$ cat config.mk
export PLATFORM = sky130hd
export DESIGN_NAME = calc_sequencer
export DESIGN_NICKNAME = d
export VERILOG_FILES = /design/src/rtl/calc_pkg.sv /design/src/rtl/calc_sequencer_btn_debounce.sv /design/src/rtl/calc_sequencer.sv
export SDC_FILE = /design/constraint.sdc
export NUM_CORES = 1
export LEC_CHECK = 0
export ABC_AREA = 0
export CORE_UTILIZATION = 25
export CTS_CLUSTER_DIAMETER = 100
export DETAILED_ROUTE_END_ITERATION = 12
export RECOVER_POWER = 25
export SYNTH_ARGS = -nofsm -noshare
export SYNTH_HDL_FRONTEND = slang
export SYNTH_SLANG_ARGS = --single-unit
$ cat constraint.sdc
create_clock -name Clk -period 2.4 [get_ports Clk]
set_input_delay 0.48 -clock Clk [delete_from_list [all_inputs] [get_ports Clk]]
set_output_delay 0.48 -clock Clk [all_outputs]
set_load 0.02 [all_outputs]
$ cat src/rtl/calc_pkg.sv
// Shared encodings for the calculator sequencer: ALU ops, display codes, FSM states.
package calc_pkg;

  typedef enum logic [1:0] {
    OP_ADD = 2'd0,
    OP_SUB = 2'd1,
    OP_MUL = 2'd2,
    OP_DIV = 2'd3
  } op_e;

  localparam logic [2:0] CODE_PLAIN = 3'd0;
  localparam logic [2:0] CODE_NEG   = 3'd1;
  localparam logic [2:0] CODE_ERR   = 3'd2;
  localparam logic [2:0] CODE_DIV   = 3'd4;

  typedef enum logic [2:0] {
    S_A    = 3'd0,
    S_OP   = 3'd1,
    S_B    = 3'd2,
    S_EXEC = 3'd3,
    S_SHOW = 3'd4
  } state_e;

  // Button slots after packing {~arifs, keys}
  localparam int BTN_ENTER = 0;
  localparam int BTN_CLEAR = 1;
  localparam int NUM_BTN   = 6;

  // Lowest-index op button wins when several fire together
  function automatic op_e op_sel(input logic [3:0] p);
    if (p[0]) return OP_ADD;
    if (p[1]) return OP_SUB;
    if (p[2]) return OP_MUL;
    return OP_DIV;
  endfunction

endpackage

$ cat src/rtl/calc_sequencer_btn_debounce.sv
// Single-button debouncer: 2-flop synchronizer, stability counter, level and press pulse.
// Input is active-high; the released level is 0.
module btn_debounce #(
  parameter int DEB_CYCLES = 250000
) (
  input  logic i_clk,
  input  logic i_rst_n,
  input  logic i_raw,
  output logic o_level,
  output logic o_press
);

  localparam int CW = (DEB_CYCLES > 1) ? $clog2(DEB_CYCLES) : 1;

  logic [1:0]    r_sync;
  logic [CW-1:0] r_cnt;
  logic          r_level;
  logic          r_press;
  logic          w_diff;
  logic          w_done;

  assign w_diff  = r_sync[1] ^ r_level;
  assign w_done  = (r_cnt == CW'(DEB_CYCLES - 1));
  assign o_level = r_level;
  assign o_press = r_press;

  // Level flips only after DEB_CYCLES consecutive samples that disagree with it
  always_ff @(posedge i_clk or negedge i_rst_n) begin
    if (!i_rst_n) begin
      r_sync  <= '0;
      r_cnt   <= '0;
      r_level <= 1'b0;
      r_press <= 1'b0;
    end else begin
      r_sync  <= {r_sync[0], i_raw};
      r_press <= 1'b0;
      if (!w_diff) begin
        r_cnt <= '0;
      end else if (w_done) begin
        r_cnt   <= '0;
        r_level <= r_sync[1];
        r_press <= r_sync[1];
      end else begin
        r_cnt <= r_cnt + 1'b1;
      end
    end
  end

endmodule

$ cat src/rtl/calc_sequencer.sv
// Calculator top controller: debounced buttons, operand/op capture, ALU start/done
// handshake with timeout, and registered display data/code.
module calc_sequencer
  import calc_pkg::*;
#(
  parameter int DEB_CYCLES = 250000,
  parameter int TIMEOUT    = 1024,
  parameter int W          = 8
) (
  input  logic         Clk,
  input  logic         Rst_n,
  input  logic [W-1:0] sw,
  input  logic [1:0]   keys,
  input  logic [3:0]   arifs,
  output logic [W-1:0] alu_a,
  output logic [W-1:0] alu_b,
  output logic [1:0]   alu_op,
  output logic         alu_start,
  input  logic         alu_done,
  input  logic [W-1:0] alu_result,
  input  logic [2:0]   alu_code,
  output logic [W-1:0] ind_data,
  output logic [2:0]   ind_code,
  output logic         busy
);

  localparam int TW = (TIMEOUT > 1) ? $clog2(TIMEOUT) : 1;

  logic [NUM_BTN-1:0] w_raw;
  logic [NUM_BTN-1:0] w_press;
  // Debounced levels are only kept for observability; the FSM uses press pulses
  logic [NUM_BTN-1:0] w_unused_level;

  // op buttons are active-low on the pins; invert so every debouncer idles at 0
  assign w_raw = {~arifs, keys};

  for (genvar g = 0; g < NUM_BTN; g++) begin : g_btn
    btn_debounce #(.DEB_CYCLES(DEB_CYCLES)) u_btn (
      .i_clk   (Clk),
      .i_rst_n (Rst_n),
      .i_raw   (w_raw[g]),
      .o_level (w_unused_level[g]),
      .o_press (w_press[g])
    );
  end

  logic w_clr, w_ent, w_opev;
  op_e  w_opsel;

  assign w_clr   = w_press[BTN_CLEAR];
  assign w_ent   = w_press[BTN_ENTER] & ~w_clr;
  assign w_opev  = (|w_press[5:2]) & ~w_press[BTN_CLEAR] & ~w_press[BTN_ENTER];
  assign w_opsel = op_sel(w_press[5:2]);

  state_e        r_state, w_state;
  logic [W-1:0]  r_a, w_a, r_b, w_b, r_data, w_data;
  op_e           r_op, w_op;
  logic [2:0]    r_code, w_code;
  logic          r_start, w_start, r_busy, w_busy;
  logic [TW-1:0] r_cnt, w_cnt;

  // Next-state and next-output decode; display follows the destination state
  always_comb begin
    w_state = r_state;
    w_a     = r_a;
    w_b     = r_b;
    w_op    = r_op;
    w_data  = r_data;
    w_code  = r_code;
    w_cnt   = r_cnt;
    case (r_state)
      S_A: begin
        if (w_ent) begin
          w_a     = sw;
          w_state = S_OP;
        end else if (w_opev) begin
          w_a     = sw;
          w_op    = w_opsel;
          w_state = S_B;
        end
      end
      S_OP: begin
        if (w_opev) begin
          w_op    = w_opsel;
          w_state = S_B;
        end
      end
      S_B: begin
        if (w_opev) begin
          w_op = w_opsel;
        end else if (w_ent) begin
          w_b     = sw;
          w_cnt   = '0;
          w_state = S_EXEC;
        end
      end
      S_EXEC: begin
        // A done arriving on the last allowed cycle still wins over the timeout
        if (alu_done) begin
          w_data  = alu_result;
          w_code  = alu_code;
          w_state = S_SHOW;
        end else if (r_cnt == TW'(TIMEOUT - 1)) begin
          w_data  = '0;
          w_code  = CODE_ERR;
          w_state = S_SHOW;
        end else begin
          w_cnt = r_cnt + 1'b1;
        end
      end
      S_SHOW: begin
        if (w_ent) begin
          if (r_code == CODE_PLAIN) begin
            w_a     = r_data;
            w_state = S_OP;
          end else begin
            w_a     = '0;
            w_state = S_A;
          end
        end else if (w_opev && (r_code == CODE_PLAIN)) begin
          w_a     = r_data;
          w_op    = w_opsel;
          w_state = S_B;
        end
      end
      default: w_state = S_A;
    endcase

    if (w_clr) begin
      w_state = S_A;
      w_a     = '0;
      w_b     = '0;
      w_op    = OP_ADD;
      w_code  = CODE_PLAIN;
    end

    case (w_state)
      S_A, S_B: begin
        w_data = sw;
        w_code = CODE_PLAIN;
      end
      S_OP: begin
        w_data = w_a;
        w_code = CODE_PLAIN;
      end
      default: ;
    endcase

    w_busy  = (w_state == S_EXEC);
    w_start = (w_state == S_EXEC) && (r_state != S_EXEC);
  end

  // State and registered outputs
  always_ff @(posedge Clk or negedge Rst_n) begin
    if (!Rst_n) begin
      r_state <= S_A;
      r_a     <= '0;
      r_b     <= '0;
      r_op    <= OP_ADD;
      r_data  <= '0;
      r_code  <= CODE_PLAIN;
      r_start <= 1'b0;
      r_busy  <= 1'b0;
      r_cnt   <= '0;
    end else begin
      r_state <= w_state;
      r_a     <= w_a;
      r_b     <= w_b;
      r_op    <= w_op;
      r_data  <= w_data;
      r_code  <= w_code;
      r_start <= w_start;
      r_busy  <= w_busy;
      r_cnt   <= w_cnt;
    end
  end

  assign alu_a     = r_a;
  assign alu_b     = r_b;
  assign alu_op    = r_op;
  assign alu_start = r_start;
  assign ind_data  = r_data;
  assign ind_code  = r_code;
  assign busy      = r_busy;

endmodule
Yosys cells after proc, flatten, opt, wreduce, memory -nomap -nowiden. Cells that the tools add are included.

Multiplexer cells: 78. Bitwise logic cells: 12. Reduce and logical (&&, ||, !) cells: 28. Equality and inequality tests: 23. $add $sub $neg: 7.

Operators with widths (count): 2-to-1 mux 18 bit (12); adder 18 x 1 -> 18 bit (second input constant) (6); equality test 18 bit (second input constant) (6); 2-to-1 mux 8 bit (13); 2-to-1 mux 3 bit (14); 2-to-1 mux 10 bit (4); one-hot mux 8 bit (2 select lines) (2); 2-to-1 mux 2 bit (11); one-hot mux 10 bit (2 select lines) (1); 2-to-1 mux 1 bit (19); AND reduction 2 bit (8); one-hot mux 3 bit (5 select lines) (1); equality test 3 x 2 -> 1 bit (second input constant) (4); inequality test 3 x 2 -> 1 bit (second input constant) (4); nonzero test 4 bit (3); adder 10 x 1 -> 10 bit (second input constant) (1); equality test 10 bit (second input constant) (1); logical NOT 3 bit (3); inequality test 2 bit (second input constant) (4); equality test 3 x 1 -> 1 bit (second input constant) (2); one-hot mux 2 bit (3 select lines) (1); nonzero test 2 bit (3); nonzero test 3 bit (2); bitwise XOR 1 bit (6); other kinds (12) (17).

Bits in registers: 176. Word-level logic and storage cells: 181. Output and inout port bits: 31. Bits of input ports: 28.

Depth between registers and ports, before layout. Gate-level depths: netlist of the first run.

Depth after elaboration: 12. Gate-level depth with buffers: 9. Gate-level depth less buffers: 7.

Modules after synthesis. From an unflattened synthesis of the first run, not the netlist that was laid out.

Cells, all modules: 861. Area, all modules: 8861.0 µm².

By module, submodules not included: btn_debounce (sequential area each 550.5 µm², instances 6, area an instance 1059.8 µm², cells an instance 100); calc_sequencer (sequential area each 1101.1 µm², instances 1, area an instance 2502.4 µm², cells an instance 261).

Worst setup path after synthesis of the first run. No wires, ideal clock.

Path kind: reg2reg. From: register r_code[2], in the netlist ind_code[2]. To: register r_data[0], in the netlist ind_data[0]. Setup slack: 0.103 ns. Data arrival time: 2.166 ns. Stages on the path, launching flop included: 7. Path buffers: 0. Setup time: 0.130 ns. Period minus slack after synthesis: 2.297 ns. Required time: 2.270 ns. Path through: dfrtp_1 -> or3_4 -> a2111o_1 -> and3_1 -> a221o_1 -> a222oi_1 -> a2bb2oi_1.

Cells in the longest elaborated chain, start to end: 10. Elaborated cells between the ends (all ways): 20. Classes of those cells: eq/ne (2); mux (11); reduce/logical (7).

RTL lines: from (decl) (line calc_sequencer.sv:58) `logic [2:0] r_code, w_code;`; from (signal assigned) (line calc_sequencer.sv:171) `r_code <= w_code;`; logical NOT 3 bit (*) (line calc_sequencer.sv:113, calc_sequencer.sv:120); logical AND 1 bit (line calc_sequencer.sv:120) `end else if (w_opev && (r_code == CODE_PLAIN)) begin`; 2-to-1 mux 3 bit (line calc_sequencer.sv:120); 2-to-1 mux 3 bit (line calc_sequencer.sv:112) `if (w_ent) begin`; one-hot mux 3 bit (5 select lines) (line calc_sequencer.sv:71) `case (r_state)`; 2-to-1 mux 3 bit (line calc_sequencer.sv:129) `if (w_clr) begin`; equality test 3 x 2 -> 1 bit / logical NOT 3 bit (equally long branches) (line calc_sequencer.sv:137) `case (w_state)`; OR reduction 2 bit (line calc_sequencer.sv:137); nonzero test 4 bit (no line) / nonzero test 3 bit (equally long branches); AND reduction 2 bit (no line); to (signal assigned) (line calc_sequencer.sv:170) `r_data <= w_data;`; to (decl) (line calc_sequencer.sv:56) `logic [W-1:0] r_a, w_a, r_b, w_b, r_data, w_data;`.

Every way passes the cells marked *; elsewhere a longest branch is shown, timed or not. A chain may end at the register's enable or synchronous reset.

Worst setup path in the final report of the first run.
From: register r_code[0], in the netlist ind_code[0]. To: register r_data[0], in the netlist ind_data[0].

Same word-level chain as after synthesis.

==> summary.md, run 1 <==
| Metric | Value |
|---|---|
| Vias post-DR | `5850` |
| Cell count after synthesis | `~780` |
| Setup crit end kind | `register` |
| Critical Path Max Stage Delay | `between 0.4 and 0.5 ns` |
| Instance count along the most critical hold path | `0` |
| Total chip power | `roughly 0.0061 W` |
| Peak ir drop on the vdd network | `between 400 and 500 uV` |
| Routability cong. | `around 0.77` |
| Number of nets in the final layout | `between 800 and 900` |
| Sequential area share after synthesis | `0.539` |
| Transition time at the pin with the least slew margin | `about 1.4 ns` |
| Critical-path cell list | `or3_4 -> a2111o_1 -> and3_1 -> a221o_1 -> a222oi_1 -> a2bb2oi_1` |
| Synthesis-to-finish area growth | `22.7%` |
| Worst Path Arrival | `2.61 ns` |
| Leakage | `about 4.3 nW` |
| Post-synth design cell area | `~0.008 mm^2` |
| Clock tree from TritonCTS | `done` |
| Largest delay share family, worst path | `compound AO/OA/AOI/OAI gates` |
| Leading cell type in the layout, fill and taps excluded | `dfrtp_1` |
| Hold Crit Start | `g_btn[2].u_btn.r_sync[0]` |
| Avg Cell Area, Syn | `~11 um^2` |
| Die Footprint | `roughly 0.033 mm^2` |
| Clock slew at reported path FFs | `about 0.070 ns` |
| Wire length per cell after detailed routing | `approximately 13 um` |
| Clock tree skew after final layout | `slightly below 0.009 ns` |
| Final critical path time including I/O delays and setup | `approximately 2.3 ns` |
| Wire length of the first global-routing pass | `between 20000 and 30000 um` |
| First-pass iteration count of the detailed router | `5` |
| Type of the worst setup path | `register to register` |
| Horiz. Die Dim | `183 um` |
| Total grt overflow | `0` |
| Largest driver fanout on the critical path | `8` |
| Async S/R FF share, synth | `1.00` |
| Maximum capacitance violations | `0` |
| Insertion delay of the later-clocked pin in the worst-skew pair | `approximately 0.42 ns` |
| Worst R2R End | `ind_data[0]` |
| IO Pins | `between 50 and 60` |
| Unrepaired setup endpoints after global routing | `yes` |
| Worst reg2reg startpoint | `ind_code[0]` |
| Core Footprint | `around 0.032 mm^2` |
| Share of final-layout standard cells stronger than drive strength 1 | `0.0914` |
| Hold violation count in the final report | `0` |
| Number of clock buffers inserted by TritonCTS | `17` |
| Number of buffer and inverter stages on the critical path | `0` |
| Leading cell types by total area after synthesis | `dfrtp_1 54%, nor2_1 6.5%, xnor2_1 6.4%, xor2_1 5.4%, nand3_1 3.1%` |
| Quantity of I/O buffers inserted on ports | `58` |
| Cell total after placement | `approximately 1300` |
| Headroom to the max-slew limit | `0.0514` |
| Synthesized netlist net count | `roughly 810` |
| Final ANT Viol Nets | `0` |
| Iteration-0 DRC count of the detailed router | `roughly 450` |
| Power per standard cell area | `604 mW/mm^2` |
| Final routed wirelength across all metal layers | `around 17000 um` |
| Number of placement rows | `65` |
| Worst hold margin | `around 0.36 ns` |
| Number of levels in the clock H-tree | `4` |
| Number of synthesized flops with an enable pin | `0` |
| Final setup violation count | `0` |
| Remaining DRCs | `0` |
| Most frequently used flop master after synthesis | `dfrtp_1` |
| Overall Global Routing Usage | `0.109` |
| Cell type with the highest aggregate area in the netlist | `dfrtp_1` |
| Cells on worst reg2reg path | `6` |
| Height of the die | `approximately 180 um` |
| Largest net degree at the start of global routing | `59` |
| Result of the run | `finished, final reports clean` |
| Kind of start point of the critical path | `register` |
| Number of global-route vias before repair | `between 5000 and 6000` |
| Worst hold endpoint | `g_btn[2].u_btn.r_sync[1]` |
| Most frequent cells in the layout | `175 x dfrtp_1, 140 x nor2_1, 60 x xnor2_1, 51 x nand3_1, 51 x clkdlybuf4s50_1` |
| YS warnings | `0` |
| Max Root-Sink Buffers | `2` |
| Worst min-delay path category | `register to register` |
| Standard cell with the maximum stage delay on the critical path | `a2111o_1` |
| Starting density of the core | `0.256` |
| Hold-fix buffers, CTS | `0` |
| CTS Sinks | `about 180` |
| Initial antenna violation count | `1` |
| Finished Layout Cells | `~1300` |
| Share of Yosys cell area claimed by the top area cell type | `0.539` |
| Cell at the root of the clock tree | `clkbuf_16` |
| Routed vias/inst | `approximately 4.5` |
| Final period util | `0.964` |
| Final Max Tran Viols | `0` |
| Distinct cells, synth | `54` |
| #FFs+latches synth | `~180` |
| Internal reg-to-reg setup slack | `between 0.08 and 0.09 ns` |
| FMAX | `0.432 GHz` |
| HPWL after detailed placement | `12100 um` |
| Critical path required time | `2.69 ns` |
==> how the worst max path moves through the flow <==
| stage | slack (ns) | end | cells after the start | startpoint |
|---|---|---|---|---|
| finish | 0.09 | ind_data[0] | 6 | ind_code[0] |
| global route | -0.009 | ind_data[2] | 6 | ind_code[0] |
| CTS | 0.02 | ind_data[4] | 6 | ind_code[2] |
| detailed placement | -0.14 | ind_data[4] | 7 | alu_done |
| global placement | -0.05 | ind_data[6] | 7 | alu_done |
| floorplan | 0.10 | ind_data[0] | 6 | ind_code[2] |
==> report_power, final <==
part           total [W]  switching, W  internal (W)
logic           0.000227      0.000137     0.0000907
registers        0.00304     0.0000331       0.00301
clock network    0.00278       0.00120       0.00158
total            0.00605       0.00137       0.00468
==> Yosys cell counts, types with 3 or more instances <==
cell type,number
or3_1,4
nand3_1,51
inv_1,16
nand2b_1,3
nand2_1,42
nor2_1,142
nand4_1,26
nand3b_1,5
mux2_2,6
ha_1,7
a221o_1,8
a22o_1,8
nor4_1,5
nor4b_1,7
xnor2_1,60
buf_2,5
nor2b_1,17
or4_1,5
nor3b_1,10
and2_1,4
a21oi_1,7
a222oi_1,8
clkbuf_1,12
dfrtp_1,176
and4_1,10
xor2_1,50
a2bb2oi_1,8
nor3_1,14
and3_1,34
==> cell type report <==
cell class	count	area (um^2)
Sequential cell	176	4410
Timing Repair Buffer	84	783
Multi-Input combinational cell	566	3630
Inverter	17	63.8
Antenna cell	1	2.50
Fill cell	3295	21900
Clock buffer	18	439
Clock inverter	14	155
Tap cell	435	544
==> sequential cells by signal (all words and copies together) (netlist names), 6 cells and up <==
| register | flops |
|---|---|
| g_btn.u_btn.r_cnt | 108 |
| g_btn.u_btn.r_sync | 12 |
| r_cnt | 10 |
| alu_a | 8 |
| alu_b | 8 |
| ind_data | 8 |
| g_btn.u_btn.o_level | 6 |
| g_btn.u_btn.o_press | 6 |
==> worst register-to-register path: cells and delay by family (launching register included) <==
family	cells	cell delay, ns
AND/OR/NAND/NOR	2	0.62
flip-flops	1	0.38
AO/OA/AOI/OAI	4	1.20
==> layer usage <==
metal	vias up	track usage	wire, um
met1	2869	0.156	8690
met2	91	0.167	7710
met5	-	0	0
met4	0	0.0230	108
met3	6	0.0276	646
li1	2884	-	-
==> kinds of logic after synthesis <==
family          synth area share
mux                      0.00949
xor+xnor                   0.118
compound gates            0.0620
fa+ha+maj                 0.0107
simple gates               0.242
buf+inv                   0.0191
flops                      0.539
==> stage by stage <==
step                worst slack, ns  area, um^2  utilization   TNS, ns
finish                       0.0865       10000        0.314         0
floorplan                     0.103        8170            -         0
global route               -0.00890       10000        0.314  -0.00890
detailed placement           -0.135        9420        0.296    -0.902
global placement            -0.0521        9420        0.296    -0.379
CTS                          0.0200       10000        0.314         0
==> what timing repair did <==
| item | in CTS | in global routing |
|---|---|---|
| setup endpoints to repair | 0 | 11 |
| resized for setup | 0 | 6 |
| setup buffers | 0 | 2 |
Power figures use the tool's default switching activity.
==> run 2, diff against run 1 <==
Settings changed: CAP_MARGIN set to 15, CORE_UTILIZATION 25 to 32.
==> run 2 against run 1 <==
The flow now finishes with violations (capacitance limit, slew limit); core utilization grew 7.8 points; register-to-register slack got worse by 0.02 ns; wire length is 3.2% lower; die area is 22% lower; cell area down 1.6%; count of clock-buffer cells in the layout is 4 higher; worst setup slack lost 0.022 ns; critical path depth unchanged; clock skew is 0.0024 ns higher; fmax shrank 0.96%; sequential cell count unchanged; largest cell class unchanged.
==> summary.md, run 2 (synthesis results as in run 1) <==
| Metric | Value |
|---|---|
| Clock tree from TritonCTS | `done` |
| Finished Layout Cells | `1205 (-8.1%)` |
| Final Max Tran Viols | `70 (+70)` |
| Type of the worst setup path | `register to register` |
| Wire length per cell after detailed routing | `13.8 um (+5.3%)` |
| Transition time at the pin with the least slew margin | `1.68 ns (+0.257 ns)` |
| Relative contribution of combinational cells to total power | `0.039 (about the same)` |
| Registers with the highest flip-flop counts | `g_btn.u_btn.r_cnt (108), g_btn.u_btn.r_sync (12), r_cnt (10)` |
| Number of levels in the clock H-tree | `4 (unchanged)` |
| Hold-fix buffers, CTS | `0 (unchanged)` |
| Clock Power Share | `0.453 (-0.007)` |
| Clock tree skew after final layout | `0.0113 ns (+0.00239 ns)` |
| Antenna diode count | `0 (-1)` |
| Standard cell with the maximum stage delay on the critical path | `a2111o_1` |
| Height of the die | `162 um (-11%)` |
| First-pass iteration count of the detailed router | `5 (unchanged)` |
| Unrepaired setup endpoints after global routing | `no` |
| Routability cong. | `0.816 (+6.5%)` |
| Die Footprint | `0.0262 mm^2 (-22%)` |
| Cell at the root of the clock tree | `clkbuf_16` |
| Smallest setup slack after layout | `0.0641 ns (-0.0224 ns)` |
| Power per standard cell area | `606 mW/mm^2 (+0.43%)` |
| Kind of start point of the critical path | `register` |
| Insertion delay of the later-clocked pin in the worst-skew pair | `0.42 ns (about the same)` |
| Number of nets in the final layout | `897 (unchanged)` |
| Synthesis-to-finish area growth | `20.7%` |
| Worst Path Arrival | `2.64 ns (+0.03 ns)` |
| Sequential cell fraction of total power | `0.509 (+0.007)` |
| Proportion of total power due to net switching | `0.222 (-0.00468)` |
| Clock slew at reported path FFs | `0.07 ns (about the same)` |
| Cell internal power dissipation | `0.00465 W (-0.59%)` |
| Critical Path Max Stage Delay | `0.49 ns (about the same)` |
| DR WL met2 | `7530 um (-2.3%)` |
| Total grt overflow | `0 (unchanged)` |
| Number of placement rows | `58 (-11%)` |
| CTS Sinks | `176 (unchanged)` |
| Iteration-0 DRC count of the detailed router | `290 (-35%)` |
| Highest layer used for signal routing | `met4` |
| Largest reg by FF count | `g_btn.u_btn.r_cnt` |
| Pre-CTS setup slack | `-0.0579 ns (+0.0775 ns)` |
| Net Switching | `0.00133 W (-3.2%)` |
| Final ANT Viol Nets | `0 (unchanged)` |
| HPWL after detailed placement | `11700 um (-3.0%)` |
| Critical-path cell list | `or3_4 -> a2111o_1 -> and3_1 -> a221o_1 -> a222oi_1 -> a2bb2oi_1` |
| Setup crit end kind | `register` |
| Wire length of the first global-routing pass | `28900 um (-2.4%)` |
| IO Pins | `59 (unchanged)` |
| FMAX | `0.428 GHz (-0.96%)` |
| Number of flip-flops in the largest register | `108 (unchanged)` |
| Critical path required time | `2.71 ns (+0.02 ns)` |
| Largest driver fanout on the critical path | `8 (unchanged)` |
| Initial antenna violation count | `0 (-1)` |
| Hold violation count in the final report | `0 (unchanged)` |
| Number of clock buffers inserted by TritonCTS | `17 (unchanged)` |
| Result of the run | `complete, but fails checks` |
| Final period util | `0.973 (+0.00935)` |
| Cell total after placement | `1172 (-8.2%)` |
| Number of global-route vias before repair | `5817 (+1.8%)` |
| Horiz. Die Dim | `162 um (-11%)` |
| Headroom to the max-slew limit | `-0.120 (-0.171)` |
| Filler cells | `2515 (-24%)` |
| Maximum capacitance violations | `1 (+1)` |
| Final critical path time including I/O delays and setup | `2.34 ns (+0.0224 ns)` |
| Largest net degree at the start of global routing | `70 (+19%)` |
| Failing checks | `capacitance limit, slew limit` |
| Leakage | `4.27 nW (-0.47%)` |
| Setup TNS | `0 ns (unchanged)` |
| Core Footprint | `0.0251 mm^2 (-21%)` |
| Vias post-DR | `5812 (-0.65%)` |
| Total area of multi-input combinational cells | `0.00362 mm^2 (-0.21%)` |
| Share of final-layout standard cells stronger than drive strength 1 | `0.0891 (-0.00229)` |
| Met3 layer wire length in the routed design | `602 um (-6.8%)` |
| Routed vias/inst | `4.82 (+8.1%)` |
| Final setup violation count | `0 (unchanged)` |
| Worst min-delay path category | `register to register` |
| Detailed-route wire length on metal 1 | `8340 um (-4.1%)` |
| Peak ir drop on the vdd network | `384 uV (-11%)` |
| Starting density of the core | `0.325 (+0.0691)` |
| Quantity of I/O buffers inserted on ports | `58 (unchanged)` |
| Leading cell type in the layout, fill and taps excluded | `dfrtp_1` |
| Final routed wirelength across all metal layers | `16600 um (-3.2%)` |
| Overall Global Routing Usage | `0.136 (+0.0269)` |
| Max Root-Sink Buffers | `2 (unchanged)` |
| Most frequent cells in the layout | `176 x dfrtp_1, 140 x nor2_1, 60 x xnor2_1, 51 x nand3_1, 51 x clkdlybuf4s50_1` |
| Remaining DRCs | `0 (unchanged)` |
| Sequential cell area in the final layout | `0.00440 mm^2 (about the same)` |
[run 2: metrics by stage]
step | total power (W) | util | hold WS (ns) | area, um^2
finish | 0.00598 | 0.393 | 0.351 | 9860
global route | 0.00624 | 0.393 | 0.354 | 9860
CTS | 0.00608 | 0.393 | 0.0701 | 9860
detailed placement | 0.00334 | 0.369 | 0.335 | 9280
global placement | 0.00334 | 0.369 | 0.337 | 9280
floorplan | 0.00317 | - | 0.184 | 8170
[run 2: final timing paths]
kind	start	endpoint	slack, ns	cells past startpoint
max	ind_code[2]	ind_data[0]	0.06	6
min in group asynchronous	Rst_n	g_btn[0].u_btn.r_cnt[12]	0.50	1
max reg2reg	ind_code[2]	ind_data[0]	0.06	6
min reg2reg	g_btn[0].u_btn.r_sync[0]	g_btn[0].u_btn.r_sync[1]	0.35	0
max in group asynchronous	Rst_n	g_btn[2].u_btn.r_sync[1]	0.49	2
min	g_btn[0].u_btn.r_sync[0]	g_btn[0].u_btn.r_sync[1]	0.35	0
[run 2: what timing repair did]
action,4_1_cts,5_1_grt
gates resized for setup,0,5
setup buffers,0,1
setup endpoints to repair,0,10
[run 2: layer usage]
layer | global-route usage | up-vias
met5 | 0 | -
met2 | 0.207 | 88
met1 | 0.193 | 2830
li1 | - | 2883
met4 | 0.0364 | 0
met3 | 0.0329 | 11
[run 2: power by group through the flow]
stage                      logic, W  clock network, W  registers [W]
after global routing       0.000265           0.00293        0.00304
after global placement     0.000243                 0        0.00310
after detailed placement   0.000245                 0        0.00309
final                      0.000231           0.00271        0.00304
after CTS                  0.000246           0.00279        0.00304
after floorplan           0.0000735                 0        0.00310
[run 2: worst max-delay path: cells and delay by family, from the launching register on]
kind	cells	cell delay [ns]
simple gates	2	0.62
flops	1	0.41
compound gates	4	1.19
[run 2: layout make-up]
cell class,count,area share
clock buffer,22,0.0491
clock inverter,10,0.0101
inverter,17,0.00647
multi-input combinational,566,0.367
sequential,176,0.447
tap,330,0.0419
timing repair buffer,84,0.0785
==> run 3, diff against run 2 <==
Settings changed: HOLD_SLACK_MARGIN set to 0.02.
==> results of run 3 <==
No change in the layout: final DEF, timing and power equal those of run 2.
